File: src/rtl/ssd1306_spi_tx_if.sv
`default_nettype none
// ============================================================================
// Module      : ssd1306_spi_tx_if
// Description : Byte command handshake between an OLED command/data producer
//               (master) and the SSD1306 SPI byte transmitter (slave).
// Revision    : 1.0 - initial release
// ============================================================================
interface ssd1306_spi_tx_if;
  logic       command_start;
  logic [7:0] command_in;
  logic       command_last_byte;
  logic       command_ready;

  modport master (
    output command_start,
    output command_in,
    output command_last_byte,
    input  command_ready
  );

  modport slave (
    input  command_start,
    input  command_in,
    input  command_last_byte,
    output command_ready
  );
endinterface
`default_nettype wire

File: src/rtl/ssd1306_spi_tx.sv
`default_nettype none
// ============================================================================
// Module      : ssd1306_spi_tx
// Description : SPI mode-0 byte transmitter for the SSD1306 serial port.
//               Accepts one byte per handshake, shifts it out MSB first and
//               frames CS# per byte using a latched last-byte flag.
//               Build option SSD1306_SPI_TX_BURST_EN: when defined, CS# stays
//               low between bytes until a byte flagged last; when undefined,
//               every byte is treated as last (CS# released after each byte).
// Revision    : 1.0 - initial release
// ============================================================================
module ssd1306_spi_tx #(
  parameter int CLK_DIV = 2  // clk_in cycles per SCLK half-period, 1..255
) (
  input  wire logic       clk_in,
  input  wire logic       resetn_in,
  ssd1306_spi_tx_if.slave cmd,
  output logic            oled_sclk,
  output logic            oled_mosi,
  output logic            oled_csn
);

  typedef enum logic [2:0] {
    S_IDLE   = 3'd0,
    S_SETUP  = 3'd1,
    S_HIGH   = 3'd2,
    S_LOW    = 3'd3,
    S_TRAIL  = 3'd4,
    S_CS_GAP = 3'd5
  } state_t;

  localparam logic [7:0] PHASE_LAST = 8'(CLK_DIV - 1);

  state_t     state_q, state_d;
  logic [7:0] phase_q, phase_d;
  logic [2:0] bit_idx_q, bit_idx_d;
  logic [6:0] shift_q, shift_d;   // remaining bits; bit7 goes straight to MOSI
  logic       last_q, last_d;
  logic       ready_q, ready_d;
  logic       sclk_q, sclk_d;
  logic       mosi_q, mosi_d;
  logic       csn_q, csn_d;

  logic       phase_done;
  logic       accept;
  logic       last_in;

`ifdef SSD1306_SPI_TX_BURST_EN
  assign last_in = cmd.command_last_byte;
`else
  // Without burst support every byte closes its own CS# frame.
  logic unused_last_byte;
  assign unused_last_byte = cmd.command_last_byte;
  assign last_in          = 1'b1;
`endif

  assign phase_done = (phase_q == PHASE_LAST);
  assign accept     = cmd.command_start & ready_q;

  // Next-state and registered-output logic for the transmit sequencer.
  always_comb begin
    state_d   = state_q;
    phase_d   = phase_done ? 8'd0 : phase_q + 8'd1;
    bit_idx_d = bit_idx_q;
    shift_d   = shift_q;
    last_d    = last_q;
    ready_d   = ready_q;
    sclk_d    = sclk_q;
    mosi_d    = mosi_q;
    csn_d     = csn_q;

    case (state_q)
      S_IDLE: begin
        // ready rises one edge after reset release; CS# keeps burst state
        phase_d   = 8'd0;
        bit_idx_d = 3'd0;
        ready_d   = 1'b1;
        sclk_d    = 1'b0;
        mosi_d    = 1'b0;
        if (accept) begin
          shift_d = cmd.command_in[6:0];
          last_d  = last_in;
          ready_d = 1'b0;
          csn_d   = 1'b0;
          mosi_d  = cmd.command_in[7];
          state_d = S_SETUP;
        end
      end
      S_SETUP: begin
        if (phase_done) begin
          sclk_d  = 1'b1;
          state_d = S_HIGH;
        end
      end
      S_HIGH: begin
        if (phase_done) begin
          sclk_d = 1'b0;
          if (bit_idx_q != 3'd7) begin
            // Next bit changes on the falling edge, a full half-period
            // after the slave sampled the current one.
            bit_idx_d = bit_idx_q + 3'd1;
            mosi_d    = shift_q[6];
            shift_d   = {shift_q[5:0], 1'b0};
            state_d   = S_LOW;
          end else begin
            state_d = S_TRAIL;
          end
        end
      end
      S_LOW: begin
        if (phase_done) begin
          sclk_d  = 1'b1;
          state_d = S_HIGH;
        end
      end
      S_TRAIL: begin
        // MOSI holds bit0 through TRAIL to give the last bit its hold time.
        if (phase_done) begin
          mosi_d = 1'b0;
          if (last_q) begin
            csn_d   = 1'b1;
            state_d = S_CS_GAP;
          end else begin
            ready_d = 1'b1;
            state_d = S_IDLE;
          end
        end
      end
      S_CS_GAP: begin
        if (phase_done) begin
          ready_d = 1'b1;
          state_d = S_IDLE;
        end
      end
      default: begin
        state_d = S_IDLE;
      end
    endcase
  end

  // State and output registers with synchronous active-low reset.
  always_ff @(posedge clk_in) begin
    if (!resetn_in) begin
      state_q   <= S_IDLE;
      phase_q   <= 8'd0;
      bit_idx_q <= 3'd0;
      shift_q   <= 7'd0;
      last_q    <= 1'b1;
      ready_q   <= 1'b0;
      sclk_q    <= 1'b0;
      mosi_q    <= 1'b0;
      csn_q     <= 1'b1;
    end else begin
      state_q   <= state_d;
      phase_q   <= phase_d;
      bit_idx_q <= bit_idx_d;
      shift_q   <= shift_d;
      last_q    <= last_d;
      ready_q   <= ready_d;
      sclk_q    <= sclk_d;
      mosi_q    <= mosi_d;
      csn_q     <= csn_d;
    end
  end

  assign cmd.command_ready = ready_q;
  assign oled_sclk         = sclk_q;
  assign oled_mosi         = mosi_q;
  assign oled_csn          = csn_q;

endmodule
`default_nettype wire
File: src/flat_wrapper.sv
// flat-port wrapper written by rule: the top's interface ports become plain ports
module ssd1306_spi_tx_flat 
#(
  parameter int CLK_DIV = 2                                               
)
  (clk_in, resetn_in, oled_sclk, oled_mosi, oled_csn, cmd_command_start, cmd_command_in, cmd_command_last_byte, cmd_command_ready);
  ssd1306_spi_tx_if cmd_i ();
  input  wire logic clk_in;
  input  wire logic resetn_in;
  output logic oled_sclk;
  output logic oled_mosi;
  output logic oled_csn;
  input wire logic [$bits(cmd_i.command_start)-1:0] cmd_command_start;
  input wire logic [$bits(cmd_i.command_in)-1:0] cmd_command_in;
  input wire logic [$bits(cmd_i.command_last_byte)-1:0] cmd_command_last_byte;
  output wire logic [$bits(cmd_i.command_ready)-1:0] cmd_command_ready;
  assign cmd_i.command_start = cmd_command_start;
  assign cmd_i.command_in = cmd_command_in;
  assign cmd_i.command_last_byte = cmd_command_last_byte;
  assign cmd_command_ready = cmd_i.command_ready;
  ssd1306_spi_tx #(.CLK_DIV(CLK_DIV)) u_core (.clk_in(clk_in), .resetn_in(resetn_in), .cmd(cmd_i), .oled_sclk(oled_sclk), .oled_mosi(oled_mosi), .oled_csn(oled_csn));
endmodule
File: config.mk
export PLATFORM = sky130hd
export DESIGN_NAME = ssd1306_spi_tx_flat
export DESIGN_NICKNAME = d
export VERILOG_FILES = /design/src/rtl/ssd1306_spi_tx_if.sv /design/src/rtl/ssd1306_spi_tx.sv /design/src/flat_wrapper.sv
export SDC_FILE = /design/constraint.sdc
export NUM_CORES = 1
export LEC_CHECK = 0
export ABC_CLOCK_PERIOD_IN_PS = 4000
export CAP_MARGIN = 0
export CORE_ASPECT_RATIO = 0.6
export CORE_MARGIN = 5
export CORE_UTILIZATION = 50
export CTS_CLUSTER_DIAMETER = 40
export CTS_CLUSTER_SIZE = 24
export DETAILED_ROUTE_END_ITERATION = 12
export PLACE_DENSITY = 0.72
export SLEW_MARGIN = 0
export SYNTH_ARGS = -nofsm -noshare
export SYNTH_HDL_FRONTEND = slang
export SYNTH_SLANG_ARGS = --single-unit
File: constraint.sdc
create_clock -name clk_in -period 4 [get_ports clk_in]
set_input_delay 0.6 -clock clk_in [delete_from_list [all_inputs] [get_ports clk_in]]
set_output_delay 0.6 -clock clk_in [all_outputs]
set_load 0.01 [all_outputs]
After elaboration in Yosys (flattened, before gate mapping)
Index checks and enable logic that the tools add are counted.

Add/sub/neg operators: 2. Eq/ne operators: 13. Multiplexer cells: 25. Bitwise logic cells: 3. Reductions and logical operators: 15.

Operators by type and width (number): $mux W3 (8); $mux W7 (3); $pmux W3 S5 (1); $pmux W7 S2 (1); $ne A2 B1 Y1 const B (6); $reduce_and A4 Y1 (3); $reduce_and A3 Y1 (3); $reduce_bool A3 Y1 (3); $add A8 B1 Y8 const B (1); $eq A8 B1 Y1 const B (1); $mux W1 (7); $eq A3 B2 Y1 const B (2); $eq A3 B3 Y1 const B (2); $pmux W1 S3 (2); $pmux W3 S2 (1); $reduce_and A5 Y1 (1); $pmux W1 S2 (2); $reduce_bool A2 Y1 (2); $add A3 B1 Y3 const B (1); $eq A3 B1 Y1 const B (1); $logic_not A3 Y1 (1); $ne A3 B3 Y1 const B (1); $reduce_or A3 Y1 (1); $not A1 Y1 (2); 2 further kinds (2).

Flip-flop bits (word level): 25. Input bits: 12. Output and inout bits: 4. Word-level logic and storage cells: 66.

Depth between registers and ports, before layout
Gate-level depths: netlist of run 1.

Depth after elaboration: 4. Depth in mapped cells: 7. Mapped depth without buffers: 6.

Least setup slack after synthesis of run 1
No wires, ideal clock.

Path type: register to register. Start point: register u_core.bit_idx_q[0]. End point: register u_core.shift_q[1]. Library setup time: 0.061 ns. Arrival: 1.575 ns. Required time: 3.939 ns. Setup slack: 2.364 ns. Cell stages (with the launch flop): 7. Path buffers: 0. Period minus slack after synthesis: 1.636 ns. Path through: dfxtp_1 > ha_1 > ha_1 > nor4_4 > a31oi_4 > nor2_4 > o221a_1.

Word-level cells in the longest chain between the ends: 3.

RTL lines: start, declared (RTL line ssd1306_spi_tx.sv:36) `logic [2:0] bit_idx_q, bit_idx_d;`; start signal, assigned (RTL line ssd1306_spi_tx.sv:156) `bit_idx_q <= bit_idx_d;`; $ne A3 B3 Y1 (RTL line ssd1306_spi_tx.sv:98) `if (bit_idx_q != 3'd7) begin`; $ne A2 B1 Y1 (no source line); $reduce_and A4 Y1 (no source line); end signal, assigned (RTL line ssd1306_spi_tx.sv:157) `shift_q <= shift_d;`; end, declared (RTL line ssd1306_spi_tx.sv:37) `logic [6:0] shift_q, shift_d;`.

Every way passes these cells. A chain may end at the register's enable or synchronous reset.

Final worst setup path of run 1
Start point: register u_core.phase_q[0]. End point: register u_core.shift_q[1].

Word-level cells in the longest chain between the ends: 3.

RTL lines: start, declared (RTL line ssd1306_spi_tx.sv:35) `logic [7:0] phase_q, phase_d;`; start signal, assigned (RTL line ssd1306_spi_tx.sv:155) `phase_q <= phase_d;`; $eq A8 B1 Y1 (RTL line ssd1306_spi_tx.sv:57) `assign phase_done = (phase_q == PHASE_LAST);`; $ne A2 B1 Y1 (no source line); $reduce_and A4 Y1 (no source line).

Every way passes these cells.

==> results of run 1 <==
-- cells in the mapped netlist, types with 2 or more instances --
cell type  instances
clkbuf_1           2
a21oi_1           11
o21ai_1            2
nor2_1            12
o221a_1            6
and3_1             3
dfxtp_1           25
a21boi_0           3
ha_1               4
inv_1              5
buf_6              2
buf_2              5
o21ai_0            4
nand3_1           11
mux2i_1            7
xor2_1             5
nand2_1           17
-- per-layer routing --
layer / wire length [um] / track usage [%]
met1: 1438 / 20.95
met3: 181 / 4.464
met4: 36 / 6.000
met5: 0 / 0
met2: 1219 / 23.41
-- power groups by stage --
stage | registers (W) | logic, W | clock network, W
floorplan | 0.000274 | 0.0000537 | 0
global placement | 0.000278 | 0.0000740 | 0
detailed placement | 0.000279 | 0.0000759 | 0
CTS | 0.000273 | 0.0000762 | 0.000150
global route | 0.000275 | 0.0000849 | 0.000165
finish | 0.000273 | 0.0000763 | 0.000147
-- cells by family (layout without fill, tap and decap cells) --
family,count (synthesis),in the layout,share of synthesized area (%)
AND/OR/NAND/NOR,56,56,23.56
buffers and inverters,14,23,5.388
adder cells (fa/ha/maj),4,4,3.653
AO/OA/AOI/OAI,39,39,21.92
flip-flops,25,25,36.53
multiplexers,7,7,5.114
XOR/XNOR,6,6,3.836
-- final cells by class --
type                       instances  area (um2)
sequential                        25       500.5
tap                               32       40.04
inverter                           5       18.77
timing repair buffer              14       140.1
fill                             228        1017
clock buffer                       4       45.04
multi-input combinational        112       795.8
-- worst max-delay path: stages (launching register included) --
cell     delay [ns]
dfxtp_1        0.45
ha_1           0.19
nor4b_4        0.69
a31oi_4        0.29
nor2_4         0.26
o221a_1        0.21
-- final timing paths --
kind | start | end | slack, ns
min reg2reg | u_core.oled_mosi | u_core.oled_mosi | 0.47
min | u_core.oled_mosi | u_core.oled_mosi | 0.47
max | u_core.phase_q[0] | u_core.shift_q[1] | 1.84
max reg2reg | u_core.phase_q[0] | u_core.shift_q[1] | 1.84
-- state kept, by name, indices dropped and copies added (netlist names) --
name	flops
u_core.phase_q	8
u_core.shift_q	7
u_core.bit_idx_q	3
u_core.state_q	3
u_core.cmd.command_ready	1
u_core.oled_csn	1
u_core.oled_mosi	1
u_core.oled_sclk	1
-- metrics by stage --
step	instance area, um2	utilization [%]
3_3_place_gp	1495	58.46
6_report	1540	60.22
4_1_cts	1540	60.22
2_1_floorplan	1370	-
5_1_grt	1540	60.22
3_5_place_dp	1495	58.46
==> run metrics, run 1 <==
run status=finished clean; Setup Buffers After CTS=0; commonest non-fill, non-tap cell in the layout=dfxtp_1; post-synth net total=167; type of the most critical hold path=register to register; Final Total Pwr=0.0004960 W; leading cell types in the layout, fill and taps excluded=25 x dfxtp_1, 17 x nand2_1, 14 x clkdlybuf4s50_1; net switching power figure=0.0001266 W; Resized Gates After CTS=0; number of cells on the worst reg-to-reg path=5; Num Clock Sinks=25; number of antenna diodes=0; pin count of the biggest net entering global routing=22; core box area=0.002557 mm2; maximum fanout count along the critical path=16; combined area of all synthesized cells=0.001370 mm2; area share of the largest cell type after synthesis=36.53%; H-tree level count=1; number of standard-cell rows in the floorplan=14; switching part of the total=25.53%; Setup CP Type=register to register; number of buffers added by the clock tree synthesis step=3; Post-DRT Antenna Nets=0; min Tclk post-route=2.155 ns; ratio of cells with drive above 1 in the final layout=8.125%; #FFs+latches synth=25; remaining routing DRC violations=0; die height=50.55 um; Yosys warning total=0; Routed Wire Length=2.876 mm; leakage power figure=0.5596 nW; worst-case vdd ir drop=145.8 uV; portion of the clock cycle consumed by the worst path in the final layout=53.89%; number of synthesized flops with an enable pin=0; count of hold-fix buffers inserted at cts=0; DRC marker count from the first detailed-route iteration=88; synthesized instance count=151; RSZ-0062 raised after global routing=no; number of antenna violations at the first check in global routing=0; data required time of the critical path=4.21 ns; Yosys top cell by area=dfxtp_1; pre-CTS setup slack=1.776 ns; final setup violating endpoints=0; depth of the worst hold-timing path=2; Clk pwr share=29.5%; number of I/O port buffers=14; starting utilization of the core area=53.57%; Die Footprint=0.003921 mm2; cell internal power dissipation=0.0003694 W; number of vias per cell=5.891; Worst slew margin=38.87%; Seq pwr share=55.1%; global placer's final weighted congestion=0.8914; IO Pins=16; Sum Neg Setup Slack=0 ns; fin cells=192; total overflow reported by the global router=0; number of failing hold endpoints at the final stage=0; first-pass GRT wire length=4.981 mm; transition time at the pin with the least slew margin=0.9157 ns; kind of start point of the critical path=register; half-perimeter wire length after placement=2.112 mm; element type at the critical path end=register; clock transition at the registers of the reported paths=0.09 ns; global-route total usage across every layer=15.50%; tightest hold margin=0.4711 ns; number of max-slew violations in the final report=0; most used flip-flop cell after synthesis=dfxtp_1; setup ws final=1.845 ns; Max-cap violations=0; Layout area overhead=12.42%; cell chosen for the clock root=clkbuf_8; net count reported at finish=177; DIE WIDTH=77.58 um; Crit path arrival time=2.36 ns; largest cells by area after synthesis=dfxtp_1 37%, mux2i_1 5.1%, o221a_1 4.9%; setup skew after layout=0.006496 ns; instance count after placement with tap cells included=188; fraction of registers with async set or reset after synthesis=0%; via count=1131; number of global-route vias before repair=1105; maximum achievable frequency=463.9 MHz; TritonRoute pass-1 iters=4; clock tree from TritonCTS=built; synthesized area per cell=9.073 um2; Gate power share=15.4%; power per unit of standard cell area=322.0 mW/mm2; part of the Yosys area used for sequential elements=36.53%; Skew-Pair Late Insertion Delay=0.27 ns; Cell variety after synth=44; detail-routed net length per standard cell=14.98 um; maximum buffer depth of the clock tree=2
Power figures use the tool's default switching activity.
==> inputs of run 2 (changes only) <==
Settings changed: ABC_CLOCK_PERIOD_IN_PS 4000 to 2050.
Clock period 4 ns to 2.05 ns, I/O delays scaled along.
==> run metrics, run 2 (synthesis results as in run 1) <==
run status=finished clean; Skew-Pair Late Insertion Delay=0.27 ns (about the same); clock transition at the registers of the reported paths=0.09 ns (about the same); first-pass GRT wire length=5.451 mm (+9.4%); Die Footprint=0.003921 mm2 (unchanged); count of hold-fix buffers inserted at cts=0 (unchanged); Post-DRT Antenna Nets=0 (unchanged); leading cell types in the layout, fill and taps excluded=25 x dfxtp_1, 17 x nand2_1, 14 x clkdlybuf4s50_1; data required time of the critical path=2.26 ns (-1.95 ns); fin cells=197 (+2.6%); RSZ-0062 raised after global routing=no; number of max-slew violations in the final report=0 (unchanged); number of failing hold endpoints at the final stage=0 (unchanged); total of fill cells in the finished design=220 (-3.5%); leakage power figure=0.5850 nW (+4.5%); Max-cap violations=0 (unchanged); worst-case vdd ir drop=460.3 uV (+220%); maximum fanout count along the critical path=8 (-8); depth of the worst hold-timing path=2 (unchanged); final setup violating endpoints=0 (unchanged); Resized Gates After CTS=0 (unchanged); die height=50.55 um (unchanged); core box area=0.002557 mm2 (unchanged); number of I/O port buffers=14 (unchanged); number of global-route vias before repair=1164 (+5.3%); DRC marker count from the first detailed-route iteration=119 (+35%); Routed Wire Length=3.061 mm (+6.4%); remaining routing DRC violations=0 (unchanged); global placer's final weighted congestion=0.7859 (-12%); pin count of the biggest net entering global routing=17 (-23%); maximum buffer depth of the clock tree=2 (unchanged); ratio of cells with drive above 1 in the final layout=10.91% (+2.8 points); number of antenna diodes=0 (unchanged); global-route total usage across every layer=16.81% (+1.3 points); TritonRoute pass-1 iters=4 (unchanged); net count reported at finish=182 (+2.8%); Worst slew margin=69.24% (+30 points); type of the most critical hold path=register to register; clock tree from TritonCTS=built; number of vias per cell=5.853 (-0.64%); flip-flop count of the largest register, all copies and words added=8 (unchanged); number of cells on the worst reg-to-reg path=6 (+1); half-perimeter wire length after placement=2.296 mm (+8.7%); starting utilization of the core area=53.57% (unchanged); maximum achievable frequency=513.2 MHz (+11%); setup skew after layout=0.004013 ns (-0.002483 ns); via count=1153 (+1.9%); Setup CP Type=register to register; IO Pins=16 (unchanged); portion of the clock cycle consumed by the worst path in the final layout=95.04% (+41 points); Setup Buffers After CTS=0 (unchanged); transition time at the pin with the least slew margin=0.4580 ns (-0.4577 ns); kind of start point of the critical path=register; largest registers=u_core.phase_q: 8 flops, u_core.shift_q: 7 flops; total overflow reported by the global router=0 (unchanged); element type at the critical path end=register; number of buffers added by the clock tree synthesis step=3 (unchanged); commonest non-fill, non-tap cell in the layout=dfxtp_1; Sum Neg Setup Slack=0 ns (unchanged); number of standard-cell rows in the floorplan=14 (unchanged); Num Clock Sinks=25 (unchanged); power per unit of standard cell area=624.7 mW/mm2 (+94%); min Tclk post-route=1.948 ns (-0.2071 ns); Crit path arrival time=2.16 ns (-0.20 ns); Layout area overhead=15.16%; cell chosen for the clock root=clkbuf_8; number of antenna violations at the first check in global routing=0 (unchanged); instance count after placement with tap cells included=193 (+2.7%); Core Util, Final=61.69% (+1.5 points); H-tree level count=1 (unchanged); Reg with most FFs=u_core.phase_q; detail-routed net length per standard cell=15.54 um (+3.7%); DIE WIDTH=77.58 um (unchanged)
[run 2: path summary, 6_finish.rpt]
kind | start | slack (ns) | to
setup / recovery | u_core.bit_idx_q[0] | 0.10 | u_core.shift_q[1]
hold / removal | u_core.oled_mosi | 0.48 | u_core.oled_mosi
setup reg to reg | u_core.bit_idx_q[0] | 0.10 | u_core.shift_q[1]
hold reg to reg | u_core.oled_mosi | 0.48 | u_core.oled_mosi
[run 2: area by class of cell]
cell class / instances / area [um2] / share of cell area [%]
inverter: 5 / 18.77 / 1.190
sequential: 25 / 500.5 / 31.72
multi-input combinational: 112 / 795.8 / 50.44
timing repair buffer: 19 / 177.7 / 11.26
tap: 32 / 40.04 / 2.538
clock buffer: 4 / 45.04 / 2.855
[run 2: stage by stage]
stage | hold slack (ns) | cell area (um2) | setup WS (ns) | power, W
final | 0.4812 | 1578 | 0.1016 | 0.0009856
after global routing | 0.5003 | 1578 | 0.02921 | 0.001031
after global placement | 0.4496 | 1533 | 0.2497 | 0.0006941
after floorplan | 0.4484 | 1370 | 0.4142 | 0.0006400
after detailed placement | 0.4661 | 1533 | 0.1373 | 0.0007006
after CTS | 0.4780 | 1578 | 0.1072 | 0.0009886
[run 2: layer usage]
metal / GRT usage (%) / share of wire, %
met3: 3.929 / 5.3
met4: 4.000 / 1.0
met5: 0 / 0
met2: 25.90 / 44
met1: 23.79 / 50
[run 2: power by group]
group | switching, W | internal, W
combinational | 0.0000797 | 0.0000797
sequential | 0.0000228 | 0.000508
clock | 0.000156 | 0.000139
total | 0.000258 | 0.000727
[run 2: worst max-delay path, cell delays in order, from the launching register on]
cell and delay (ns):
dfxtp_1 0.35, ha_1 0.21, ha_1 0.24, nor4_4 0.43, a31oi_4 0.22, nor2_4 0.21
o221a_1 0.23
==> edit, RTL diff (flow settings as in run 2) <==
Register the output `oled_csn` once more, without a reset; this adds one clock of latency there. The other outputs are not delayed to match.
--- a/src/rtl/ssd1306_spi_tx.sv
+++ b/src/rtl/ssd1306_spi_tx.sv
@@ -166,7 +166,9 @@
   assign cmd.command_ready = ready_q;
   assign oled_sclk         = sclk_q;
   assign oled_mosi         = mosi_q;
-  assign oled_csn          = csn_q;
+  always_ff @(posedge clk_in) begin
+    oled_csn <= csn_q;
+  end
 
 endmodule
 `default_nettype wire
Check against the original RTL: not equivalent (Yosys sat finds a counterexample within 4 cycles, from zero or initial values and one cycle with resetn_in low).
==> edit against run 2 <==
  * Critical path type unchanged
  * Maximum frequency is 2.7% higher
  * Worst setup slack better by 51 ps
  * Sequential cell count is 1 higher
  * Routed wire length is 9.6% lower
  * Non-clock buffer count is 1 higher
  * Design area is 1.0% lower
  * Synthesized area is 2.4% lower
  * Largest cell class unchanged
Power is not compared: it rests on default switching activity, and its combinational part moved more than twofold at a synthesized area within 25%.
==> edit: results (changes against run 2) <==
Global route
  • GR Util met2: 21.0% (-4.9 points)
  • Vias in the first global route: 1016 (-13%)
  • Met1 Use GR: 22.3% (-1.5 points)
  • Largest net degree at the start of global routing: 14 (-3)
  • GR Util met3: 5.27% (+1.3 points)
  • Gr usage total: 15.1% (-1.7 points)
  • Global-route wire length before repair: 4730 microns (-13%)

Min path
  • WHS Path Cells: 0 (-2)
  • Hold-critical path endpoint: u_core.oled_csn$_DFF_P_
  • Hold_sp: u_core.csn_q$_SDFFE_PN1P_

Yosys
  • Fraction of synthesized cell area in xor and xnor cells: 3.93% (+0.093 points)
  • Compound-cell area share of the yosys netlist: 20.6% (-1.3 points)
  • Mapped Nets: 162 (-3.0%)
  • Post-synthesis cell type count: 45 (+2.3%)
  • Mapped Cells: 146 (-3.3%)
  • Synth cell count leaders: dfxtp_1 (26), a21oi_1 (11), inv_1 (11)
  • Seq/Total Area, Yosys: 38.9% (+2.4 points)
  • Adder-Cell Fraction of Synth Area: 3.74% (+0.089 points)
  • Mux contribution to synthesized area: 1.50% (-3.6 points)
  • Main area contributors after synthesis: dfxtp_1 (39%), a21oi_1 (4.1%), a21oi_2 (3.9%)

Timing
  • Rel. slew slack: 69.2% (about the same)
  • PnR worst setup slack: 153 ps (+50.9 ps)
  • Clock skew: 0.885 ps (-3.13 ps)

Setup path
  • Setup crit end: u_core.shift_q[5]$_SDFFE_PN0P_
  • Critical path peak fanout: 9 (+1)
  • Slack of the worst reg-to-reg path: 150 ps (+50 ps)
  • WP data arrival: 2100 ps (-60 ps)

Finish
  • FILL cells: 211 (-4.1%)
  • Final nets: 179 (-1.6%)
  • Fraction of area in multi-input gates: 47.0% (-3.5 points)
  • Layout cell share with drive strength beyond 1: 16.1% (+5.2 points)
  • Clock buffer count: 3 (-1)
  • Clock network share of area: 2.64% (-0.21 points)
  • Multi-input gates: 101 (-9.8%)
  • Data buffer area share: 11.9% (+0.60 points)
  • Seq cells: 26 (+4.0%)
  • Proportion of cell area occupied by registers: 33.3% (+1.6 points)
  • Non-clock buffer count: 20 (+1)

Route
  • Met3 wire len: 129 microns (-20%)
  • Routed length on met1: 1470 microns (-3.1%)
  • DRT iter0 DRCs: 114 (-4.2%)
  • Routed length per placed instance: 14.3 microns (-7.7%)
  • Routed vias/inst: 5.61 (-4.1%)
  • Via total after detailed routing: 1083 (-6.1%)
  • Metal2 WL: 1150 microns (-14%)

Placed design
  • Setup Slack @ Placement: 154 ps (+16.6 ps)
  • GP Congestion: 0.855 (+8.8%)
  • DP HPWL: 2060 microns (-10%)

Run status
  • Status: completed

Pwr
  • Peak VDD IR: 0.466 mV
## edit: cell types whose count changed in the layout (fill, tap and decap cells not counted), moves of 3 or more
cell      before  now
a21oi_2        1    6
nand2_1       17    5
inv_1          5   11
mux2i_1        7    2
o221ai_1       1    6
o221a_1        6    0
nand2b_1       0    3
## edit: metrics by stage
step | cell area [sq um] | power [mW] | hold WS, ps
finish | 1560 | 1.36 | 357
global route | 1560 | 1.46 | 375
CTS | 1560 | 1.37 | 358
detailed placement | 1520 | 1.09 | 341
global placement | 1520 | 1.07 | 337
floorplan | 1340 | 0.954 | 326
## edit: cells by family (layout without fill, tap and decap cells)
| group | count (synthesis) | after routing |
|---|---|---|
| xor gates and xnor gates | 6 | 6 |
| and+or+nand+nor | 51 | 51 |
| DFF | 26 | 26 |
| adders and majority gates | 4 | 4 |
| AOI/OAI and AO/OA | 38 | 38 |
| muxes | 2 | 2 |
| buffers and inverters | 19 | 34 |
